## config.mk

```make
export PLATFORM = sky130hd
export DESIGN_NAME = ssm_tile_sched
export DESIGN_NICKNAME = d
export VERILOG_FILES = /design/src/rtl/ssm_cfg_pkg.sv /design/src/rtl/tile_vld_delay.sv /design/src/rtl/ssm_tile_sched.sv
export SDC_FILE = /design/constraint.sdc
export NUM_CORES = 1
export LEC_CHECK = 0
export ABC_AREA = 1
export CORE_MARGIN = 5
export CORE_UTILIZATION = 59
export CTS_BUF_LIST = sky130_fd_sc_hd__clkbuf_4 sky130_fd_sc_hd__clkbuf_8
export CTS_CLUSTER_DIAMETER = 200
export DETAILED_ROUTE_END_ITERATION = 12
export PLACE_DENSITY = 0.87
export SKIP_CTS_REPAIR_TIMING = 1
export SLEW_MARGIN = 10
export SYNTH_ARGS = -nofsm -noshare
export SYNTH_HDL_FRONTEND = slang
export SYNTH_SLANG_ARGS = --single-unit
```

## constraint.sdc

```tcl
create_clock -name clk -period 3.5 [get_ports clk]
set_clock_uncertainty 0.1 [all_clocks]
set_input_delay 0.875 -clock clk [delete_from_list [all_inputs] [get_ports clk]]
set_output_delay 0.875 -clock clk [all_outputs]
set_load 0.01 [all_outputs]
```

## src/rtl/ssm_cfg_pkg.sv

```systemverilog
// ssm_cfg_pkg: shared SSM tiling configuration and scheduler state encoding
//   H_TILE/P_TILE/N_TILE  datapath pass shape
//   N_TOTAL/H_TOTAL/P_TOTAL  full problem shape
//   TPG   tiles per (h,p) group, NGRP  groups per step
package ssm_cfg_pkg;
    localparam int H_TILE  = 1;
    localparam int P_TILE  = 1;
    localparam int N_TILE  = 128;
    localparam int N_TOTAL = 128;
    localparam int H_TOTAL = 24;
    localparam int P_TOTAL = 64;
    localparam int TPG     = (N_TOTAL + N_TILE - 1) / N_TILE;
    localparam int NGRP    = (H_TOTAL / H_TILE) * (P_TOTAL / P_TILE);
    typedef enum logic [1:0] {IDLE, ISSUE, DRAIN, DONE} sched_state_t;
endpackage

```

## src/rtl/tile_vld_delay.sv

```systemverilog
// tile_vld_delay: LAT-deep 1-bit shift register with async clear
//   clk, rstn  clock, async active-low clear
//   d          input strobe
//   q          d delayed by exactly LAT cycles
module tile_vld_delay #(
    parameter int LAT = 2
) (
    input  logic clk,
    input  logic rstn,
    input  logic d,
    output logic q
);
    logic [LAT-1:0] sr;
    always_ff @(posedge clk or negedge rstn) begin
        if (!rstn) begin
            sr <= '0;
        end else begin
            sr[0] <= d;
            for (int i = 1; i < LAT; i++) sr[i] <= sr[i-1];
        end
    end
    assign q = sr[LAT-1];
endmodule

```

## src/rtl/ssm_tile_sched.sv

```systemverilog
// ssm_tile_sched: walks all (h,p) tile groups of one SSM step with credit-limited issue
//   clk, rstn          clock, async active-low reset
//   start_i            run one step; ignored while busy
//   busy_o, done_o     step in progress / 1-cycle completion pulse
//   rd_en_o            tile-buffer read strobe for (rd_grp_o, rd_tile_o)
//   tile_valid_o       rd_en_o delayed by RD_LAT into the datapath
//   tile_ready_i       datapath ready; gates issue
//   y_valid_i          datapath group result
//   y_wr_en_o/grp_o    y writeback strobe and group index
//   err_o              sticky: result seen with nothing outstanding
module ssm_tile_sched #(
    parameter int H_TILE       = ssm_cfg_pkg::H_TILE,
    parameter int P_TILE       = ssm_cfg_pkg::P_TILE,
    parameter int N_TILE       = ssm_cfg_pkg::N_TILE,
    parameter int N_TOTAL      = ssm_cfg_pkg::N_TOTAL,
    parameter int H_TOTAL      = ssm_cfg_pkg::H_TOTAL,
    parameter int P_TOTAL      = ssm_cfg_pkg::P_TOTAL,
    parameter int RD_LAT       = 2,
    parameter int MAX_INFLIGHT = 4,
    localparam int TPG  = (N_TOTAL + N_TILE - 1) / N_TILE,
    localparam int NGRP = (H_TOTAL / H_TILE) * (P_TOTAL / P_TILE),
    localparam int GW   = $clog2(NGRP + 1),
    localparam int TW   = $clog2(TPG + 1)
) (
    input  logic          clk,
    input  logic          rstn,
    input  logic          start_i,
    output logic          busy_o,
    output logic          done_o,
    output logic          rd_en_o,
    output logic [GW-1:0] rd_grp_o,
    output logic [TW-1:0] rd_tile_o,
    output logic          tile_valid_o,
    input  logic          tile_ready_i,
    input  logic          y_valid_i,
    output logic          y_wr_en_o,
    output logic [GW-1:0] y_wr_grp_o,
    output logic          err_o
);
    import ssm_cfg_pkg::*;

    localparam int IW = $clog2(MAX_INFLIGHT + 1);
    localparam logic [IW-1:0] MAX_I  = IW'(MAX_INFLIGHT);
    localparam logic [TW-1:0] LAST_T = TW'(TPG - 1);
    localparam logic [GW-1:0] LAST_G = GW'(NGRP - 1);
    localparam logic [GW-1:0] N_G    = GW'(NGRP);

    sched_state_t  state, nxt;
    logic [IW-1:0] inflight;
    logic [GW-1:0] ret_cnt;
    logic          last_tile, take, ret, start_ok;

    // A credit is only needed to open a group; its remaining tiles never stall on credit.
    assign last_tile = rd_tile_o == LAST_T;
    assign rd_en_o   = state == ISSUE && tile_ready_i && (inflight < MAX_I || rd_tile_o != '0);
    assign take      = rd_en_o && rd_tile_o == '0;
    assign ret       = y_valid_i && inflight != '0;
    assign start_ok  = state == IDLE && start_i;
    assign busy_o    = state == ISSUE || state == DRAIN;
    assign done_o    = state == DONE;

    always_comb begin
        nxt = state;
        case (state)
            IDLE:    nxt = start_i ? ISSUE : IDLE;
            ISSUE:   nxt = (rd_en_o && last_tile && rd_grp_o == LAST_G) ? DRAIN : ISSUE;
            DRAIN:   nxt = (ret_cnt == N_G) ? DONE : DRAIN;
            default: nxt = IDLE;
        endcase
    end

    always_ff @(posedge clk or negedge rstn) begin
        if (!rstn) state <= IDLE;
        else       state <= nxt;
    end

    always_ff @(posedge clk or negedge rstn) begin
        if (!rstn) begin
            rd_grp_o   <= '0;
            rd_tile_o  <= '0;
            inflight   <= '0;
            ret_cnt    <= '0;
            y_wr_en_o  <= 1'b0;
            y_wr_grp_o <= '0;
            err_o      <= 1'b0;
        end else begin
            rd_tile_o  <= start_ok ? '0 : rd_en_o ? (last_tile ? '0 : rd_tile_o + TW'(1)) : rd_tile_o;
            rd_grp_o   <= start_ok ? '0 : rd_grp_o + GW'(rd_en_o && last_tile);
            inflight   <= inflight + IW'(take) - IW'(ret);
            ret_cnt    <= start_ok ? '0 : ret_cnt + GW'(ret);
            y_wr_en_o  <= ret;
            y_wr_grp_o <= start_ok ? '0 : y_wr_grp_o + GW'(y_wr_en_o);
            err_o      <= err_o | (y_valid_i && inflight == '0);
        end
    end

    tile_vld_delay #(.LAT(RD_LAT)) u_dly (
        .clk  (clk),
        .rstn (rstn),
        .d    (rd_en_o),
        .q    (tile_valid_o)
    );
endmodule

```

# Yosys cells after proc, flatten, opt, wreduce, memory -nomap -nowiden
# Index checks and enable logic that the tools add are counted.
op_classes:
  add_sub_neg: 6
  order_cmp: 1
  eq_ne: 5
  muxes: 10
  bitwise: 2
  reduce_logical: 13
op_table:
  columns: ["cell", "count"]
  rows:
  - ["$add 11x1->11", 3]
  - ["$mux 11", 3]
  - ["$eq 11x11->1 const B", 2]
  - ["$logic_and 1x1->1", 7]
  - ["$pmux 2 s3", 1]
  - ["$mux 1", 5]
  - ["$eq 2x2->1 const B", 2]
  - ["$add 3x1->3", 1]
  - ["$logic_not 3->1", 1]
  - ["$lt 3x3->1 const B", 1]
  - ["$reduce_bool 3->1", 1]
  - ["$sub 3x1->3", 1]
  - ["$eq 2x1->1 const B", 1]
  - ["$logic_not 2->1", 1]
  - ["$logic_or 1x1->1", 2]
  - ["$mux 2", 1]
  - ["$reduce_bool 2->1", 1]
  - ["$add 1x1->1 const B", 1]
  - ["$not 1->1", 1]
  - ["$or 1x1->1", 1]
word_totals:
  reg_bits: 43
  input_bits: 5
  output_inout_bits: 29
  elab_cells: 46

# Logic depth before layout (Yosys ltp)
logic_depth:
  depth_word: 7
  mapped_depth: 13
  depth_no_buf: 13

# Modules after synthesis
# A second synthesis with hierarchy kept.
unflattened:
  hier_cells: 253
  hier_area_um2: 2144.6
modules_own_cells:
  columns: ["module", "n_inst", "cells_per_inst", "area_per_inst_um2", "seq_area_each_um2"]
  rows:
  - ["ssm_tile_sched", 1, 251, 2094.5, 1001.0]
  - ["tile_vld_delay", 1, 2, 50.0, 50.0]

# Worst setup path before layout
# No wires, ideal clock.
synth_timing:
  kind: "input to register"
  start: "input port tile_ready_i"
  end: "register rd_grp_o[10]"
  setup_ps: 132
  arrival_ps: 2002
  t_required_ps: 3268
  setup_slack_ps: 1266
  stages: 11
  path_buffers: 0
  path_cell_list: "nand3_1 inv_1 ha_1 ha_1 nand2_1 nor2_4 nand2_1 nor2_2 nand3_1 nand2_1 nor2_1"
synth_between:
  elab_chain_len: 5
synth_lines:
  columns: ["item", "line", "source"]
  rows:
  - ["start: declaration", "ssm_tile_sched.sv:34", "input logic tile_ready_i,"]
  - ["$logic_and 1x1->1 (2 in a row)", "ssm_tile_sched.sv:55", "assign rd_en_o = state == ISSUE && tile_ready_i && (inflight < MAX_I || rd_tile_o != '0);"]
  - ["via rd_en_o", "ssm_tile_sched.sv:30", "output logic rd_en_o,"]
  - ["$logic_and 1x1->1", "ssm_tile_sched.sv:88", "rd_grp_o <= start_ok ? '0 : rd_grp_o + GW'(rd_en_o && last_tile);"]
  - ["$add 11x1->11", "ssm_tile_sched.sv:88", null]
  - ["$mux 11", "ssm_tile_sched.sv:88", null]
  - ["end signal: assignment", "ssm_tile_sched.sv:88", null]
  - ["end: declaration", "ssm_tile_sched.sv:31", "output logic [GW-1:0] rd_grp_o,"]
# The timed path passes the listed nets, and every way through them passes these cells.
# A chain may end at the register's enable or synchronous reset.

# Worst setup path in the final report
layout_timing:
  start: "input port tile_ready_i"
  end: "output port rd_en_o"
layout_between:
  elab_chain_len: 2
layout_lines:
  columns: ["item", "line"]
  rows:
  - ["$logic_and 1x1->1 (2 in a row)", "ssm_tile_sched.sv:55"]
  - ["end: declaration", "ssm_tile_sched.sv:30"]
# Every way passes these cells.

==> flow_metrics.py <==
metrics = {
    "pwr": {
        "p_leak_nw": 1.24,
        "p_sw_uw": 536,
        "p_int_uw": 957,
        "combPwrFrac": 0.356,
        "powerDensity_nw_per_um2": 590,
        "ir_worst_vdd_mv": 0.517,
        "p_seq_frac": 0.485,
        "switching_share": 0.359,
        "clockPowerShare": 0.159,
    },
    "timing": {
        "max_freq_ghz": 0.321,
        "period_share": 0.890,
        "fin_crit_ns": 3.12,
        "final-hold-violation-count": 0,
        "drv_slew": 0,
        "rsz0062_at_grt": "false",
        "slew-limit-headroom": 0.396,
        "final-setup-viol-count": 0,
        "setup_tns_ns": 0,
        "finalWorstSetupSlack_ns": 0.384,
        "worst_pin_slew_ns": 0.905,
    },
    "worst_setup_path": {
        "cp-start-kind": "input port",
        "critical_path_arrival_ns": 2.14,
        "end_kind": "output port",
        "critPathMaxStageDelay_ns": 0.57,
        "worstPathRequired_ns": 2.52,
        "crit_buf_inv": 3,
        "crit_top_cell": "clkdlybuf4s50_1",
        "critPathKind": "in -> out",
        "r2r_start": "state[1]",
        "cp_max_fo": 5,
        "path_delay_family": "buffers and inverters",
        "crit_chain": "clkdlybuf4s50_1 -> nand3_1 -> inv_1 -> clkdlybuf4s50_1",
        "r2r_slack_ns": 1.25,
        "cp_slowest_cell": "clkdlybuf4s50_1",
        "r2r_cells": 13,
        "reg2reg_to": "rd_grp_o[10]",
    },
    "synthesis": {
        "synth_edf_count": 0,
        "synth-async-reset-ratio": 1.00,
        "yosys-top-cells-count": "51 x nand2_1, 46 x nor2_1, 42 x dfrtp_1, 29 x inv_1, 18 x a21oi_1",
        "synthTopCellsByArea": "dfrtp_1 50%, nand2_1 9.0%, nor2_1 8.1%",
        "synth_top_cell_by_area": "dfrtp_1",
        "avgSynthCellArea_um2": 8.35,
        "synth-seq-cells": 42,
        "ys_types": 25,
        "syn_inst": 254,
        "synth_fp_nets": 271,
        "synth_top_flop_cell": "dfrtp_1",
        "yosys_warnings": 0,
        "synth_top_area_frac": 0.496,
        "syn_area_um2": 2120,
        "synth_seq_area_share": 0.496,
        "post-synth-top-count-cell": "nand2_1",
    },
    "clocking": {
        "worstSkewPairLatency_ns": 0.34,
        "numCtsBuffers": 5,
        "cts_root_buffer": "clkbuf_4",
        "cts_tree": "built",
        "htreeDepth": 2,
        "clockBufferDepth": 2,
        "clk_pin_slew_ns": 0.11,
        "cts.sinks": 42,
    },
    "global_route": {
        "grt_max_degree": 43,
        "grt_pass1_wl_um": 7540,
        "overflow": 0,
        "antenna_found_initial": 0,
        "grt_pass1_vias": 1746,
        "grtUsageTotal": 0.190,
    },
    "run_status": {
        "status": "completed",
    },
    "placed_design": {
        "dp_hpwl_um": 3110,
        "place_inst": 329,
        "pre_cts_ws_ns": 0.392,
        "gp_congestion": 0.797,
        "place_area_um2": 2480,
        "portBuffers": 32,
    },
    "die": {
        "start_util": 0.621,
        "die_h_um": 70.0,
        "num_rows": 21,
        "die-area_um2": 4890,
        "coreArea_um2": 3420,
        "io_pins": 34,
        "die_w_um": 70.0,
    },
    "flow_run": {
        "drv_cap": 0,
    },
    "cells_and_area": {
        "final_nets": 307,
        "fin_cells": 335,
        "design_area_um2": 2530,
        "diodes": 0,
        "synthToLayoutAreaGrowth_pct": 19.4,
        "drive_gt1_frac": 0.0588,
    },
    "drt": {
        "drt_wl_total_um": 4190,
        "antenna_left": 0,
        "routedWlPerCell_um": 12.5,
        "drt_iter0_markers": 93,
        "viasPerCell": 5.20,
        "dr.pass1.iters": 4,
        "drcViolationCount": 0,
        "vias": 1743,
    },
    "worst_hold_path": {
        "min-delay-start": "u_dly.sr[0]",
        "hold_path_end": "u_dly.sr[1]",
        "hold_path.class": "reg -> reg",
        "hold_depth": 0,
    },
}
[layout make-up]
| cell class | instances | area [um^2] |
|---|---|---|
| inverters | 29 | 109 |
| multi-input cells | 179 | 940 |
| well taps | 46 | 57.6 |
| repair buffers | 33 | 323 |
| fillers | 270 | 885 |
| flip-flops and latches | 42 | 1050 |
| clock buffers | 6 | 51.3 |
[cells in the final DEF (no fill, tap or decap), types with 5 or more instances in the layout]
| cell type | Yosys | routed |
|---|---|---|
| o21ai_0 | 9 | 9 |
| clkbuf_4 | 0 | 5 |
| nand2_1 | 51 | 51 |
| ha_1 | 11 | 11 |
| nand3_1 | 14 | 14 |
| nor3_1 | 6 | 6 |
| inv_1 | 29 | 29 |
| clkdlybuf4s50_1 | 0 | 31 |
| dfrtp_1 | 42 | 42 |
| nor2_1 | 46 | 46 |
| a21oi_1 | 18 | 18 |
[layer usage]
metal	part of all wire	track usage
met5	0	0
met4	0.015	0.0617
met3	0.042	0.0545
met2	0.49	0.324
met1	0.45	0.232
[metrics by stage]
| step | hold slack (ns) | power [mW] | util |
|---|---|---|---|
| global route | 0.286 | 1.62 | 0.741 |
| CTS | 0.276 | 1.51 | 0.741 |
| detailed placement | 0.250 | 1.27 | 0.726 |
| floorplan | 0.231 | 1.02 | - |
| finish | 0.273 | 1.49 | 0.741 |
| global placement | 0.251 | 1.24 | 0.726 |
[worst max-delay path by stage]
stage | start | end | slack, ns | cells past startpoint
finish | tile_ready_i | rd_en_o | 0.38 | 4
global route | tile_ready_i | rd_en_o | 0.32 | 4
CTS | tile_ready_i | rd_en_o | 0.38 | 4
detailed placement | tile_ready_i | rd_en_o | 0.39 | 4
global placement | tile_ready_i | rd_en_o | 0.38 | 4
floorplan | tile_ready_i | rd_grp_o[10] | 1.27 | 11
[power by group through the flow]
stage | Clock (mW) | Combinational (mW) | Sequential, mW
2_1_floorplan | 0 | 0.282 | 0.742
3_3_place_gp | 0 | 0.516 | 0.727
3_5_place_dp | 0 | 0.535 | 0.732
4_1_cts | 0.247 | 0.539 | 0.723
5_1_grt | 0.264 | 0.606 | 0.745
6_report | 0.237 | 0.532 | 0.724
[cells by family after synthesis]
| family | after synthesis | synth area share |
|---|---|---|
| adder cells (fa/ha/maj) | 12 | 0.0743 |
| buffers and inverters | 33 | 0.0614 |
| AND/OR/NAND/NOR | 130 | 0.267 |
| other | 1 | 0.00177 |
| XOR/XNOR | 6 | 0.0248 |
| AO/OA/AOI/OAI | 30 | 0.0749 |
| flip-flops | 42 | 0.496 |
[worst reg2reg max path, stage by stage (launching register included)]
cell     delay (ns)
dfrtp_1        0.47
inv_1          0.12
ha_1           0.17
nand3_1        0.09
inv_1          0.16
ha_1           0.20
ha_1           0.16
nand2_1        0.10
nor2_4         0.13
nand2_1        0.08
nor2_2         0.14
nand3_1        0.09
nand2_1        0.07
nor2_1         0.04
[registers in the layout (all words and copies together) (netlist names)]
name	count
rd_grp_o	11
ret_cnt	11
y_wr_grp_o	11
inflight	3
state	2
u_dly.sr	2
err_o	1
y_wr_en_o	1
Note: power is estimated with default switching activity, not from simulation.
